[src/rtl/stage_sequencer_pkg.sv]
// stage_sequencer_pkg: state and fault encodings shared by the stage sequencer files
package stage_sequencer_pkg;

    typedef enum logic [2:0] {
        S_IDLE = 3'd0,
        S_IF   = 3'd1,
        S_ID   = 3'd2,
        S_EX   = 3'd3,
        S_MEM  = 3'd4,
        S_WB   = 3'd5,
        S_HALT = 3'd6
    } state_t;

    typedef enum logic [1:0] {
        FLT_NONE    = 2'd0,
        FLT_ILLEGAL = 2'd1,
        FLT_IMEM_TO = 2'd2,
        FLT_DMEM_TO = 2'd3
    } fault_t;

endpackage

[src/rtl/stage_sequencer_if.sv]
// stage_sequencer_if: memory/decoder status in, stage strobes out
//   master: sequencer side (reads ready/decode flags, drives strobes)
//   slave : datapath side (drives ready/decode flags, reads strobes)
interface stage_sequencer_if;
    logic imem_ready;
    logic dmem_ready;
    logic is_mem_op;
    logic illegal_inst;
    logic en_if;
    logic en_id;
    logic en_ex;
    logic en_mem;
    logic en_wb;
    logic pc_we;

    modport master (
        input  imem_ready, dmem_ready, is_mem_op, illegal_inst,
        output en_if, en_id, en_ex, en_mem, en_wb, pc_we
    );

    modport slave (
        output imem_ready, dmem_ready, is_mem_op, illegal_inst,
        input  en_if, en_id, en_ex, en_mem, en_wb, pc_we
    );
endinterface

[src/rtl/stage_sequencer_wait_timer.sv]
// stage_sequencer_wait_timer: wait-state counter flagging the last allowed wait cycle
//   clk, rst : clock, synchronous active-high reset
//   clr      : zero the counter (takes priority over cnt_en)
//   cnt_en   : advance the counter by one
//   expire   : counter has reached TIMEOUT_CYCLES-1
module stage_sequencer_wait_timer #(
    parameter int TIMEOUT_CYCLES = 16
) (
    input  logic clk,
    input  logic rst,
    input  logic clr,
    input  logic cnt_en,
    output logic expire
);
    localparam int W = $clog2(TIMEOUT_CYCLES);

    logic [W-1:0] cnt_q, cnt_d;

    always_comb cnt_d = clr ? '0 : cnt_en ? cnt_q + 1'b1 : cnt_q;

    always_ff @(posedge clk)
        if (rst) cnt_q <= '0;
        else     cnt_q <= cnt_d;

    assign expire = cnt_q == W'(TIMEOUT_CYCLES - 1);
endmodule

[src/rtl/stage_sequencer.sv]
// stage_sequencer: multi-cycle IF/ID/EX/MEM/WB sequencer with strobes, timeouts, step and halt
//   clk, rst   : clock, synchronous active-high reset
//   run        : free-run while high
//   step_req   : start one instruction from IDLE
//   bus        : ready/decode flags in, stage strobes out
//   state      : current state encoding
//   halted     : sticky fault halt
//   fault_code : 0 none, 1 illegal, 2 imem timeout, 3 dmem timeout
//   retire_cnt : retired instructions, wrapping
module stage_sequencer
    import stage_sequencer_pkg::*;
#(
    parameter int TIMEOUT_CYCLES = 16,
    parameter int CNT_W          = 32
) (
    input  logic                clk,
    input  logic                rst,
    input  logic                run,
    input  logic                step_req,
    stage_sequencer_if.master   bus,
    output logic [2:0]          state,
    output logic                halted,
    output logic [1:0]          fault_code,
    output logic [CNT_W-1:0]    retire_cnt
);
    state_t             state_q, state_d;
    fault_t             fault_q, fault_d;
    logic               step_q, step_d;
    logic [CNT_W-1:0]   retire_q, retire_d;
    logic               expire;

    // Any state change restarts the wait count, so each IF/MEM visit gets a full budget.
    stage_sequencer_wait_timer #(.TIMEOUT_CYCLES(TIMEOUT_CYCLES)) u_timer (
        .clk    (clk),
        .rst    (rst),
        .clr    (state_d != state_q),
        .cnt_en ((state_q == S_IF && !bus.imem_ready) || (state_q == S_MEM && !bus.dmem_ready)),
        .expire (expire)
    );

    always_comb begin
        state_d  = state_q;
        fault_d  = fault_q;
        step_d   = step_q;
        retire_d = retire_q;
        case (state_q)
            S_IDLE: begin
                state_d = (run || step_req) ? S_IF : S_IDLE;
                step_d  = !run && step_req;
            end
            S_IF: begin
                state_d = bus.imem_ready ? S_ID : expire ? S_HALT : S_IF;
                fault_d = (!bus.imem_ready && expire) ? FLT_IMEM_TO : fault_q;
            end
            S_ID: begin
                state_d = bus.illegal_inst ? S_HALT : S_EX;
                fault_d = bus.illegal_inst ? FLT_ILLEGAL : fault_q;
            end
            S_EX: state_d = bus.is_mem_op ? S_MEM : S_WB;
            S_MEM: begin
                state_d = bus.dmem_ready ? S_WB : expire ? S_HALT : S_MEM;
                fault_d = (!bus.dmem_ready && expire) ? FLT_DMEM_TO : fault_q;
            end
            S_WB: begin
                retire_d = retire_q + 1'b1;
                state_d  = (run && !step_q) ? S_IF : S_IDLE;
                step_d   = 1'b0;
            end
            default: ;
        endcase
    end

    always_ff @(posedge clk)
        if (rst) begin
            state_q  <= S_IDLE;
            fault_q  <= FLT_NONE;
            step_q   <= 1'b0;
            retire_q <= '0;
        end else begin
            state_q  <= state_d;
            fault_q  <= fault_d;
            step_q   <= step_d;
            retire_q <= retire_d;
        end

    assign bus.en_if  = state_q == S_IF;
    assign bus.en_id  = state_q == S_ID;
    assign bus.en_ex  = state_q == S_EX;
    assign bus.en_mem = state_q == S_MEM;
    assign bus.en_wb  = state_q == S_WB;
    assign bus.pc_we  = state_q == S_WB;
    assign state      = state_q;
    assign halted     = state_q == S_HALT;
    assign fault_code = fault_q;
    assign retire_cnt = retire_q;
endmodule
[src/flat_wrapper.sv]
// flat-port wrapper written by rule: the top's interface ports become plain ports
module stage_sequencer_flat import stage_sequencer_pkg::*;
#(
    parameter int TIMEOUT_CYCLES = 16,
    parameter int CNT_W          = 32
)
  (clk, rst, run, step_req, state, halted, fault_code, retire_cnt, bus_imem_ready, bus_dmem_ready, bus_is_mem_op, bus_illegal_inst, bus_en_if, bus_en_id, bus_en_ex, bus_en_mem, bus_en_wb, bus_pc_we);
  stage_sequencer_if bus_i ();
  input  logic clk;
  input  logic rst;
  input  logic run;
  input  logic step_req;
  output logic [2:0] state;
  output logic halted;
  output logic [1:0] fault_code;
  output logic [CNT_W-1:0] retire_cnt;
  input wire logic [$bits(bus_i.imem_ready)-1:0] bus_imem_ready;
  input wire logic [$bits(bus_i.dmem_ready)-1:0] bus_dmem_ready;
  input wire logic [$bits(bus_i.is_mem_op)-1:0] bus_is_mem_op;
  input wire logic [$bits(bus_i.illegal_inst)-1:0] bus_illegal_inst;
  output wire logic [$bits(bus_i.en_if)-1:0] bus_en_if;
  output wire logic [$bits(bus_i.en_id)-1:0] bus_en_id;
  output wire logic [$bits(bus_i.en_ex)-1:0] bus_en_ex;
  output wire logic [$bits(bus_i.en_mem)-1:0] bus_en_mem;
  output wire logic [$bits(bus_i.en_wb)-1:0] bus_en_wb;
  output wire logic [$bits(bus_i.pc_we)-1:0] bus_pc_we;
  assign bus_i.imem_ready = bus_imem_ready;
  assign bus_i.dmem_ready = bus_dmem_ready;
  assign bus_i.is_mem_op = bus_is_mem_op;
  assign bus_i.illegal_inst = bus_illegal_inst;
  assign bus_en_if = bus_i.en_if;
  assign bus_en_id = bus_i.en_id;
  assign bus_en_ex = bus_i.en_ex;
  assign bus_en_mem = bus_i.en_mem;
  assign bus_en_wb = bus_i.en_wb;
  assign bus_pc_we = bus_i.pc_we;
  stage_sequencer #(.TIMEOUT_CYCLES(TIMEOUT_CYCLES), .CNT_W(CNT_W)) u_core (.clk(clk), .rst(rst), .run(run), .step_req(step_req), .bus(bus_i), .state(state), .halted(halted), .fault_code(fault_code), .retire_cnt(retire_cnt));
endmodule
[config.mk]
export PLATFORM = sky130hd
export DESIGN_NAME = stage_sequencer_flat
export DESIGN_NICKNAME = d
export VERILOG_FILES = /design/src/rtl/stage_sequencer_pkg.sv /design/src/rtl/stage_sequencer_if.sv /design/src/rtl/stage_sequencer_wait_timer.sv /design/src/rtl/stage_sequencer.sv /design/src/flat_wrapper.sv
export SDC_FILE = /design/constraint.sdc
export NUM_CORES = 1
export LEC_CHECK = 0
export ABC_CLOCK_PERIOD_IN_PS = 3100
export CELL_PAD_IN_SITES_DETAIL_PLACEMENT = 0
export CELL_PAD_IN_SITES_GLOBAL_PLACEMENT = 1
export CORE_ASPECT_RATIO = 1.75
export CORE_MARGIN = 1
export CORE_UTILIZATION = 45
export CTS_CLUSTER_DIAMETER = 30
export DETAILED_ROUTE_END_ITERATION = 10
export DONT_BUFFER_PORTS = 1
export GPL_TIMING_DRIVEN = 0
export HOLD_SLACK_MARGIN = 0.06
export PLACE_DENSITY_LB_ADDON = 0.2
export SETUP_SLACK_MARGIN = 0.05
export SYNTH_ARGS = -nofsm -noshare
export SYNTH_HDL_FRONTEND = slang
export SYNTH_SLANG_ARGS = --single-unit
[constraint.sdc]
create_clock -name clk -period 3.1 [get_ports clk]
set_input_delay 0.62 -clock clk [delete_from_list [all_inputs] [get_ports clk]]
set_output_delay 0.62 -clock clk [all_outputs]
set_load 0.005 [all_outputs]
==> metrics.yaml <==
initial_utilization: 0.469
run_status: "completed"
synth_xor_area_frac: 0.0556
drt_first_pass_iters: 4
place_ws_ns: 0.737
synth_flop_cell: "dfxtp_1"
critPathCaptureType: "register"
ctsRootBufferMaster: "clkbuf_8"
grt_max_degree: 13
design_area_mm2: 0.00238
cts_resized: 0
synthMuxAreaShare: 0.0295
hp-start: "u_core.fault_code[0]"
cts_tree: "yes"
ioPinCount: 52
synth_compound_area_frac: 0.151
grt_pass1_wl_mm: 8.13
worstPathArrival_ns: 2.62
tightestPinTransition_ns: 0.666
clkSlewWorstSetupHoldPaths_ns: 0.08
detail_route.wl_per_cell_um: 16.5
clk_path_buf_depth: 2
p_leak_nw: 0.756
ir_drop_mv: 0.357
synthAdderAreaFrac: 0.0113
yosys_warnings: 0
reg2regPathDepth: 6
syn_area_per_cell_um2: 8.36
layout_setup_ws_ns: 0.708
holdBufCountCts: 0
cts_num_sinks: 42
post_cts_buffers: 0
cp-endpoint: "u_core.retire_cnt[30]"
detail_route.iter0.violations: 38
fmax_mhz: 418
rsz0062_at_grt: "false"
insertion_delay_ns: 0.30
htreeDepth: 2
slew_headroom: 0.550
setup_viol_count_final: 0
hold_viol: 0
synth.cell_area_mm2: 0.00221
n_fill_cell: 495
synth.ff_latch_count: 42
antenna_cells: 0
antenna_found_initial: 0
yosysUniqueCellTypes: 45
cts_buffers: 5
hold_class: "register to register"
reg2reg_slack_ns: 0.71
drv_cap: 0
portBuffers: 0
synthArstFlopShare: 0
crit_type: "register to register"
setup_total_negative_slack_ns: 0
synthSimpleGateAreaFrac: 0.317
startpoint_type: "register"
grtUsageTotal: 0.213
core_mm2: 0.00471
rows: 33
stdcell_count: 323
powerDensity_mw_per_mm2: 466
reg2reg_to: "u_core.retire_cnt[30]"
syn_inst: 264
holdPathStages: 2
cp_max_fo: 8
chipHeight_um: 94.6
r2r-start: "u_core.retire_cnt[0]"
fin_crit_ns: 2.39
final_nets: 281
num_vias: 1954
drive_gt1_frac: 0.0923
layout_common_cells: "dfxtp_1, a21oi_1, nor2_1"
die_area_mm2: 0.00520
synthesis.nets: 274
finClkSkew_ns: 0.00828
hpwlAfterDp_mm: 3.92
min_period_over_period: 0.772
synth_top_family_by_area: "simple AND/OR/NAND/NOR gates"
synth_edf_count: 0
die_x_um: 54.9
numPlacedInstances: 316
slew_viol_final: 0
yosysSeqAreaShare: 0.381
required_ns: 3.33
grt-ovfl-total: 0
placed_area_mm2: 0.00227
wirelength_mm: 5.32
ant_nets: 0
syn_to_final_growth_pct: 8.05
gp_congestion: 0.722
startpoint: "u_core.retire_cnt[0]"
grt_pass1_vias: 1741
drc: 0
layout_commonest_cell: "dfxtp_1"
via_per_inst: 6.05
[metrics by stage]
step / hold slack (ns) / power, mW / util
global placement: 0.488 / 0.677 / 0.483
detailed placement: 0.486 / 0.675 / 0.483
global route: 0.513 / 1.15 / 0.507
finish: 0.490 / 1.11 / 0.507
CTS: 0.499 / 1.12 / 0.507
floorplan: 0.463 / 0.651 / -
[cell type report]
type	instances	area, µm²	area share
multi-input combinational	195	1240	0.522
buffer	19	91.3	0.0383
clock buffer	6	82.6	0.0346
tap	52	65.1	0.0273
inverter	8	30.0	0.0126
clock inverter	1	30.0	0.0126
sequential	42	841	0.353
[worst min path at each step]
stage | to | slack (ns)
2_1_floorplan | u_core.fault_code[0] | 0.46
3_3_place_gp | u_core.fault_code[0] | 0.49
3_5_place_dp | u_core.fault_code[0] | 0.49
4_1_cts | u_core.fault_code[0] | 0.50
5_1_grt | u_core.fault_code[0] | 0.51
6_report | u_core.fault_code[0] | 0.49
[cell usage after synthesis (4+ instances only)]
master,number,area [µm²]
a21oi_1,23,115
and3_1,4,25.0
buf_2,4,20.0
clkbuf_1,10,37.5
dfxtp_1,42,841
inv_1,8,30.0
mux2_2,4,45.0
nand2_1,14,52.6
nand3_1,10,50.1
nand4_1,9,56.3
nor2_1,21,78.8
nor2b_1,6,37.5
nor3_1,8,40.0
nor4_1,6,37.5
o21ai_0,8,40.0
o31ai_1,12,90.1
or3_1,4,25.0
or4_1,13,97.6
xnor2_1,7,61.3
xor2_1,7,61.3
[sequential cells by signal (all words and copies together), names as in the netlist]
name and count:
u_core.retire_cnt 32, u_core.u_timer.cnt_q 4, u_core.state 3, u_core.fault_code 2
u_core.step_q 1
[worst max-delay path: stages, from the launching register on]
cell	delay, ns
dfxtp_1	0.47
ha_1	0.38
nand4b_1	0.21
or4_1	0.54
buf_2	0.17
or4_1	0.40
a21oi_1	0.14
[power breakdown]
part	switching [mW]	leakage [nW]	internal (mW)	total, mW
clock network	0.190	0.0573	0.258	0.447
logic	0.0663	0.360	0.0404	0.107
registers	0.00913	0.339	0.548	0.557
[cell families after synthesis]
group                      after synthesis
adders and majority gates                2
AOI/OAI and AO/OA                       55
xor gates and xnor gates                14
muxes                                    6
DFF                                     42
buffers and inverters                   27
and+or+nand+nor                        118
[metal layers]
metal	GRT usage	part of all wire
met1	0.226	0.40
met2	0.390	0.54
met3	0.0499	0.043
met4	0.0667	0.011
met5	0	0
(Power assumes the default switching activity.)
